## config.mk

```make
export PLATFORM = sky130hd
export DESIGN_NAME = dmux4way_buffered
export DESIGN_NICKNAME = d
export VERILOG_FILES = /design/src/rtl/dmux4way_buffered.sv
export SDC_FILE = /design/constraint.sdc
export NUM_CORES = 1
export LEC_CHECK = 0
export CAP_MARGIN = 20
export CORE_AREA = 8 8 45 47
export DETAILED_ROUTE_END_ITERATION = 12
export DIE_AREA = 0 0 53 55
export GPL_TIMING_DRIVEN = 0
export HOLD_SLACK_MARGIN = 0.1
export MAX_ROUTING_LAYER = met4
export PLACE_DENSITY = 0.69
export SYNTH_ARGS = -nofsm -noshare
export SYNTH_HDL_FRONTEND = slang
export SYNTH_SLANG_ARGS = --single-unit
```

## constraint.sdc

```tcl
create_clock -name clk -period 3.5 [get_ports clk]
set_clock_uncertainty 0.15 [all_clocks]
set_input_delay 0.7 -clock clk [delete_from_list [all_inputs] [get_ports clk]]
set_output_delay 0.7 -clock clk [all_outputs]
set_load 0.05 [all_outputs]
```

## src/rtl/dmux4way_buffered.sv

```systemverilog
// Four-lane demultiplexer with a one-entry holding register per lane and valid/ready handshakes.
// Optional per-lane delivery counters are enabled by defining DMUX4WAY_BUFFERED_COUNT_EN.
module dmux4way_buffered #(
    parameter int unsigned WIDTH = 1
) (
    input  logic             clk,
    input  logic             reset,
    input  logic [WIDTH-1:0] in,
    input  logic [1:0]       select,
    input  logic             in_valid,
    output logic             in_ready,
    output logic [WIDTH-1:0] outA,
    output logic [WIDTH-1:0] outB,
    output logic [WIDTH-1:0] outC,
    output logic [WIDTH-1:0] outD,
    output logic             validA,
    output logic             validB,
    output logic             validC,
    output logic             validD,
    input  logic             readyA,
    input  logic             readyB,
    input  logic             readyC,
    input  logic             readyD
`ifdef DMUX4WAY_BUFFERED_COUNT_EN
    ,
    output logic [7:0]       countA,
    output logic [7:0]       countB,
    output logic [7:0]       countC,
    output logic [7:0]       countD
`endif
);

    typedef enum logic {LaneEmpty, LaneFull} laneState_t;

    laneState_t       laneState [4];
    logic [WIDTH-1:0] laneData  [4];
    logic [3:0]       laneReady;
    logic             inXfer;

    assign laneReady = {readyD, readyC, readyB, readyA};

    // A full lane can still accept when its consumer drains it in the same cycle.
    always_comb begin
        in_ready = 1'b0;
        if (!reset) begin
            in_ready = (laneState[select] == LaneEmpty) || laneReady[select];
        end
    end

    assign inXfer = in_valid && in_ready;

`ifdef DMUX4WAY_BUFFERED_COUNT_EN
    logic [7:0] laneCount [4];
`endif

    always_ff @(posedge clk) begin
        if (reset) begin
            for (int i = 0; i < 4; i++) begin
                laneState[i] <= LaneEmpty;
                laneData[i]  <= '0;
`ifdef DMUX4WAY_BUFFERED_COUNT_EN
                laneCount[i] <= 8'd0;
`endif
            end
        end else begin
            for (int i = 0; i < 4; i++) begin
                unique case (laneState[i])
                    LaneEmpty: begin
                        if (inXfer && (select == 2'(i))) begin
                            laneState[i] <= LaneFull;
                            laneData[i]  <= in;
                        end
                    end
                    LaneFull: begin
                        // Simultaneous drain and load keeps the lane full with no bubble.
                        if (inXfer && (select == 2'(i))) begin
                            laneData[i] <= in;
                        end else if (laneReady[i]) begin
                            laneState[i] <= LaneEmpty;
                        end
                    end
                    default: laneState[i] <= LaneEmpty;
                endcase
`ifdef DMUX4WAY_BUFFERED_COUNT_EN
                if ((laneState[i] == LaneFull) && laneReady[i]) begin
                    laneCount[i] <= laneCount[i] + 8'd1;
                end
`endif
            end
        end
    end

    assign outA   = laneData[0];
    assign outB   = laneData[1];
    assign outC   = laneData[2];
    assign outD   = laneData[3];
    assign validA = (laneState[0] == LaneFull);
    assign validB = (laneState[1] == LaneFull);
    assign validC = (laneState[2] == LaneFull);
    assign validD = (laneState[3] == LaneFull);

`ifdef DMUX4WAY_BUFFERED_COUNT_EN
    assign countA = laneCount[0];
    assign countB = laneCount[1];
    assign countC = laneCount[2];
    assign countD = laneCount[3];
`endif

endmodule

```

# Word-level counts from Yosys, hierarchy flattened
# Memory sizes are Yosys's and may differ from the RTL's.
# Index checks and enable logic that the tools add are counted.
# classes
magnitude_cmp	1
eq_ne	3
n_mux	69
n_bitwise	17
reduce_logical	7
# op_table
op	count
1-bit 2-to-1 mux	68
1-bit bitwise OR	16
1-bit logical AND	5
2-bit equality test, second input constant	2
2-bit by 3-bit less-than comparator with 1-bit output, second input constant	1
1-bit binary-select mux with 2-bit select	1
2-bit by 1-bit equality test with 1-bit output, second input constant	1
2-bit zero test	1
1-bit logical OR	1
1-bit inverter	1
# word_totals
reg_bits	0
mem_bits_rw	8
inputBits	10
wordCells	99
memories	2
# mem_list
memory	depth	width	read_ports	rd_ports_with_merged_regs	wr	line_no	source
laneData	4	1	4	0	4	36	logic [WIDTH-1:0] laneData [4];
laneState	4	1	5	0	4	35	laneState_t laneState [4];

# Longest topological paths before layout
# depth
ltp_word	12
mapped_depth	4
ltp_nobuf	3

# Worst setup path before layout
# Ideal clock, no wire load.
# synth_timing
kind	register -> output
start	memory laneState[1] in the netlist's numbering
end	output port in_ready
t_arrival_ps	1846
slack_ps	804
path_stages_with_launch	4
n_path_buf	0
cell_sequence	edfxtp_1 > nor2b_4 > mux2_4 > a211oi_2
# synth_lines
element	line_no	source
from (decl)	35	
to (decl)	11	output logic in_ready,

# Worst setup path after layout
# layout_timing
start	input port readyB
end	output port in_ready
# layout_between
elab_chain_cells	4
# layout_rtl
element	line_no	source
from (decl)	21	input logic readyB,
1-bit binary-select mux with 2-bit select	46	in_ready = (laneState[select] == LaneEmpty) || laneReady[select];
1-bit 2-to-1 mux (implied by the code)	46	
1-bit logical OR	46	
1-bit 2-to-1 mux	45	if (!reset) begin
# Every way passes these cells. The select of a mux whose other input is x is not followed.

==> out/metrics.yaml <==
synthTopCellsByArea: "edfxtp_1 (45%), o211ai_1 (5.7%), nor2b_4 (5.2%), nor3_1 (4.7%), nand3_1 (3.8%)"
ys_warn_count: 0
cts-htree-levels: 1
ys_top_cells_by_count: "edfxtp_1 (8), nor3_1 (5), nand3_1 (4), o211ai_1 (4), nor4_1 (3)"
swShare: 0.3107
cp_slowest_cell: "clkdlybuf4s50_1"
io_pins: 19
ys_types: 24
drtIter0Drc: 5
cts_num_sinks: 8
clock_latency_ns: 0.25
cts_inserted_buffers: 3
r2r-end: "laneData[2]$_SDFFCE_PN0P_"
hold_viol: 0
area.growth.synth_to_final_pct: 40.57
num_rows: 14
seqPwrFrac: 0.438
critical_path_required_ns: 2.65
drcViolationCount: 0
crit_end: "in_ready"
min-delay-path-class: "reg -> reg"
avgSynthCellArea_um2: 11.05
grt_pass1_wl_mm: 2.090
powerDensity_mw_per_mm2: 356.5
place_congestion: 0.7011
period_needed_ns: 3.086
rsz0062_at_grt: "no"
place_area_um2: 720.7
power.total_mw: 0.2659
status: "completed"
synth.most_common_cell: "edfxtp_1"
cts_tree: "yes"
first_global_vias: 468
fp.dieH_um: 55
vias: 454
slew_viol_final: 0
p_int_mw: 0.1833
routedWlPerCell_um: 14.71
fin_tns_setup_ns: 0
crit_start: "readyB"
synth_edf_count: 8
criticalPathCategory: "in -> out"
nFillCells: 129
n_antenna_cell: 0
rr_startpoint: "laneState[2]$_SDFFCE_PN0P_"
path_cells: "clkdlybuf4s50_1, nor2b_4, mux2_4, a211oi_2, dlymetal6s2s_1"
ant_nets: 0
max_slew_margin: 0.6615
grt_max_degree: 11
multi_input_area_um2: 264.0
routed_wl_mm: 1.236
synth_top_area_cell: "edfxtp_1"
cp_num_cells: 5
clock_path_buffers: 2
io_buffers: 17
period_share: 0.8818
root_buffer: "clkbuf_4"
cp_slowest_stage_delay_ns: 0.53
drt-pass1-iter-count: 4
overflow: 0
yosysSeqAreaShare: 0.4528
ys_ff_latch: 8
drive_above_1_share: 0.1765
regArea_um2: 240.2
place_hpwl_um: 965.7
combinationalPowerShare: 0.294
power_leakage_nw: 0.2679
clkPwrFrac: 0.268
crit_buf_inv: 2
switching_power_mw: 0.08259
ys.flop_type: "edfxtp_1"
ff2ff_path_depth: 2
fin_nets: 80
setup_violations: 0
finalInstanceArea_um2: 745.7
startpoint_type: "input pin"
synthArstFlopShare: 0
synth_top_cell_area_share: 0.4528
rrSetupSlack_ns: 2.14
syn-instance-count: 48
syn_area_um2: 530.5
worstMarginPinSlew_ns: 0.5062
post-route-util: 0.5389
dieArea_mm2: 0.002915
peakVddDrop_mv: 0.1281
die_w_um: 53
fin_hold_ws_ns: 0.4954
maxCapViolCount: 0
antenna_found_initial: 0
core_area_mm2: 0.001384
post_cts_buffers: 0
critPathMaxFanout: 3
crit_arrival_ns: 2.24
path_clk_slew_ns: 0.06
cp_top_family: "buffers and inverters"
vias_per_cell: 5.405
fmax_mhz: 324.0
start_util: 0.3834
endpoint_kind: "output port"
track_usage: 0.09513
syn_nets: 58
[cells by family after synthesis]
group / Yosys count / share of synthesized area
buffers and inverters: 4 / 0.04954
and+or+nand+nor: 23 / 0.2925
DFF: 8 / 0.4528
AOI/OAI and AO/OA: 12 / 0.1769
muxes: 1 / 0.02829
[metrics by stage]
step | setup WS, ns | std cells
after floorplan | 0.8042 | 48
after global placement | 0.03052 | 81
after detailed placement | 0.02488 | 81
after CTS | 0.02072 | 84
after global routing | 0.3373 | 84
final | 0.4138 | 84
[area by class of cell]
| cell class | instances | share of cell area |
|---|---|---|
| timing repair buffer | 17 | 0.2315 |
| buffer | 2 | 0.02517 |
| inverter | 2 | 0.01007 |
| multi-input combinational | 36 | 0.3540 |
| clock buffer | 3 | 0.03020 |
| tap | 16 | 0.02685 |
| sequential | 8 | 0.3221 |
[cell usage in the layout (no fill, tap or decap)]
cell | synthesis | final
clkdlybuf4s50_1 | 0 | 16
edfxtp_1 | 8 | 8
nor3_1 | 5 | 5
nand3_1 | 4 | 4
o211ai_1 | 4 | 4
nor4_1 | 3 | 3
clkbuf_4 | 0 | 3
nor2b_4 | 2 | 2
nand3b_1 | 2 | 2
inv_1 | 2 | 2
o21ai_0 | 2 | 2
o311ai_1 | 2 | 2
buf_6 | 1 | 1
buf_4 | 1 | 1
nor2b_1 | 1 | 1
nand2_1 | 1 | 1
o31ai_1 | 1 | 1
nand2b_1 | 1 | 1
nand2b_4 | 1 | 1
nor2_1 | 1 | 1
a21o_1 | 1 | 1
nand2_2 | 1 | 1
mux2_4 | 1 | 1
a31o_2 | 1 | 1
a211oi_2 | 1 | 1
nor4b_1 | 1 | 1
dlymetal6s2s_1 | 0 | 1
[routing by layer]
metal,share of wire,routed length [µm],track usage
met5,0,0,-
met4,0.015,19,0.05172
met3,0.042,52,0.01070
met2,0.47,582,0.1504
met1,0.47,582,0.1157
[power by group through the flow]
stage	registers, mW	clock network (mW)	logic [mW]
2_1_floorplan	0.139	0	0.0277
3_3_place_gp	0.118	0	0.0777
3_5_place_dp	0.119	0	0.0784
4_1_cts	0.117	0.0730	0.0786
5_1_grt	0.118	0.0758	0.0836
6_report	0.117	0.0711	0.0782
[flip-flops by register name (all words and copies together), names as in the netlist]
signal	flops
laneState	4
laneData	4
[timing repair]
action / CTS / global route
gates resized for setup: 0 / 1
hold buffers: 0 / 0
setup endpoints to repair: 0 / 1
[worst min path at each step]
stage	cells after the start	slack, ns	to	startpoint
final	1	0.50	laneState[0]$_SDFFCE_PN0P_	laneState[0]$_SDFFCE_PN0P_
after global routing	1	0.52	laneState[1]$_SDFFCE_PN0P_	laneState[1]$_SDFFCE_PN0P_
after CTS	1	0.49	laneState[0]$_SDFFCE_PN0P_	laneState[0]$_SDFFCE_PN0P_
after detailed placement	1	0.48	laneState[0]$_SDFFCE_PN0P_	laneState[0]$_SDFFCE_PN0P_
after global placement	1	0.47	laneState[0]$_SDFFCE_PN0P_	laneState[0]$_SDFFCE_PN0P_
after floorplan	1	0.74	laneData[0]$_SDFFCE_PN0P_	reset
Note: power is estimated with default switching activity, not from simulation.
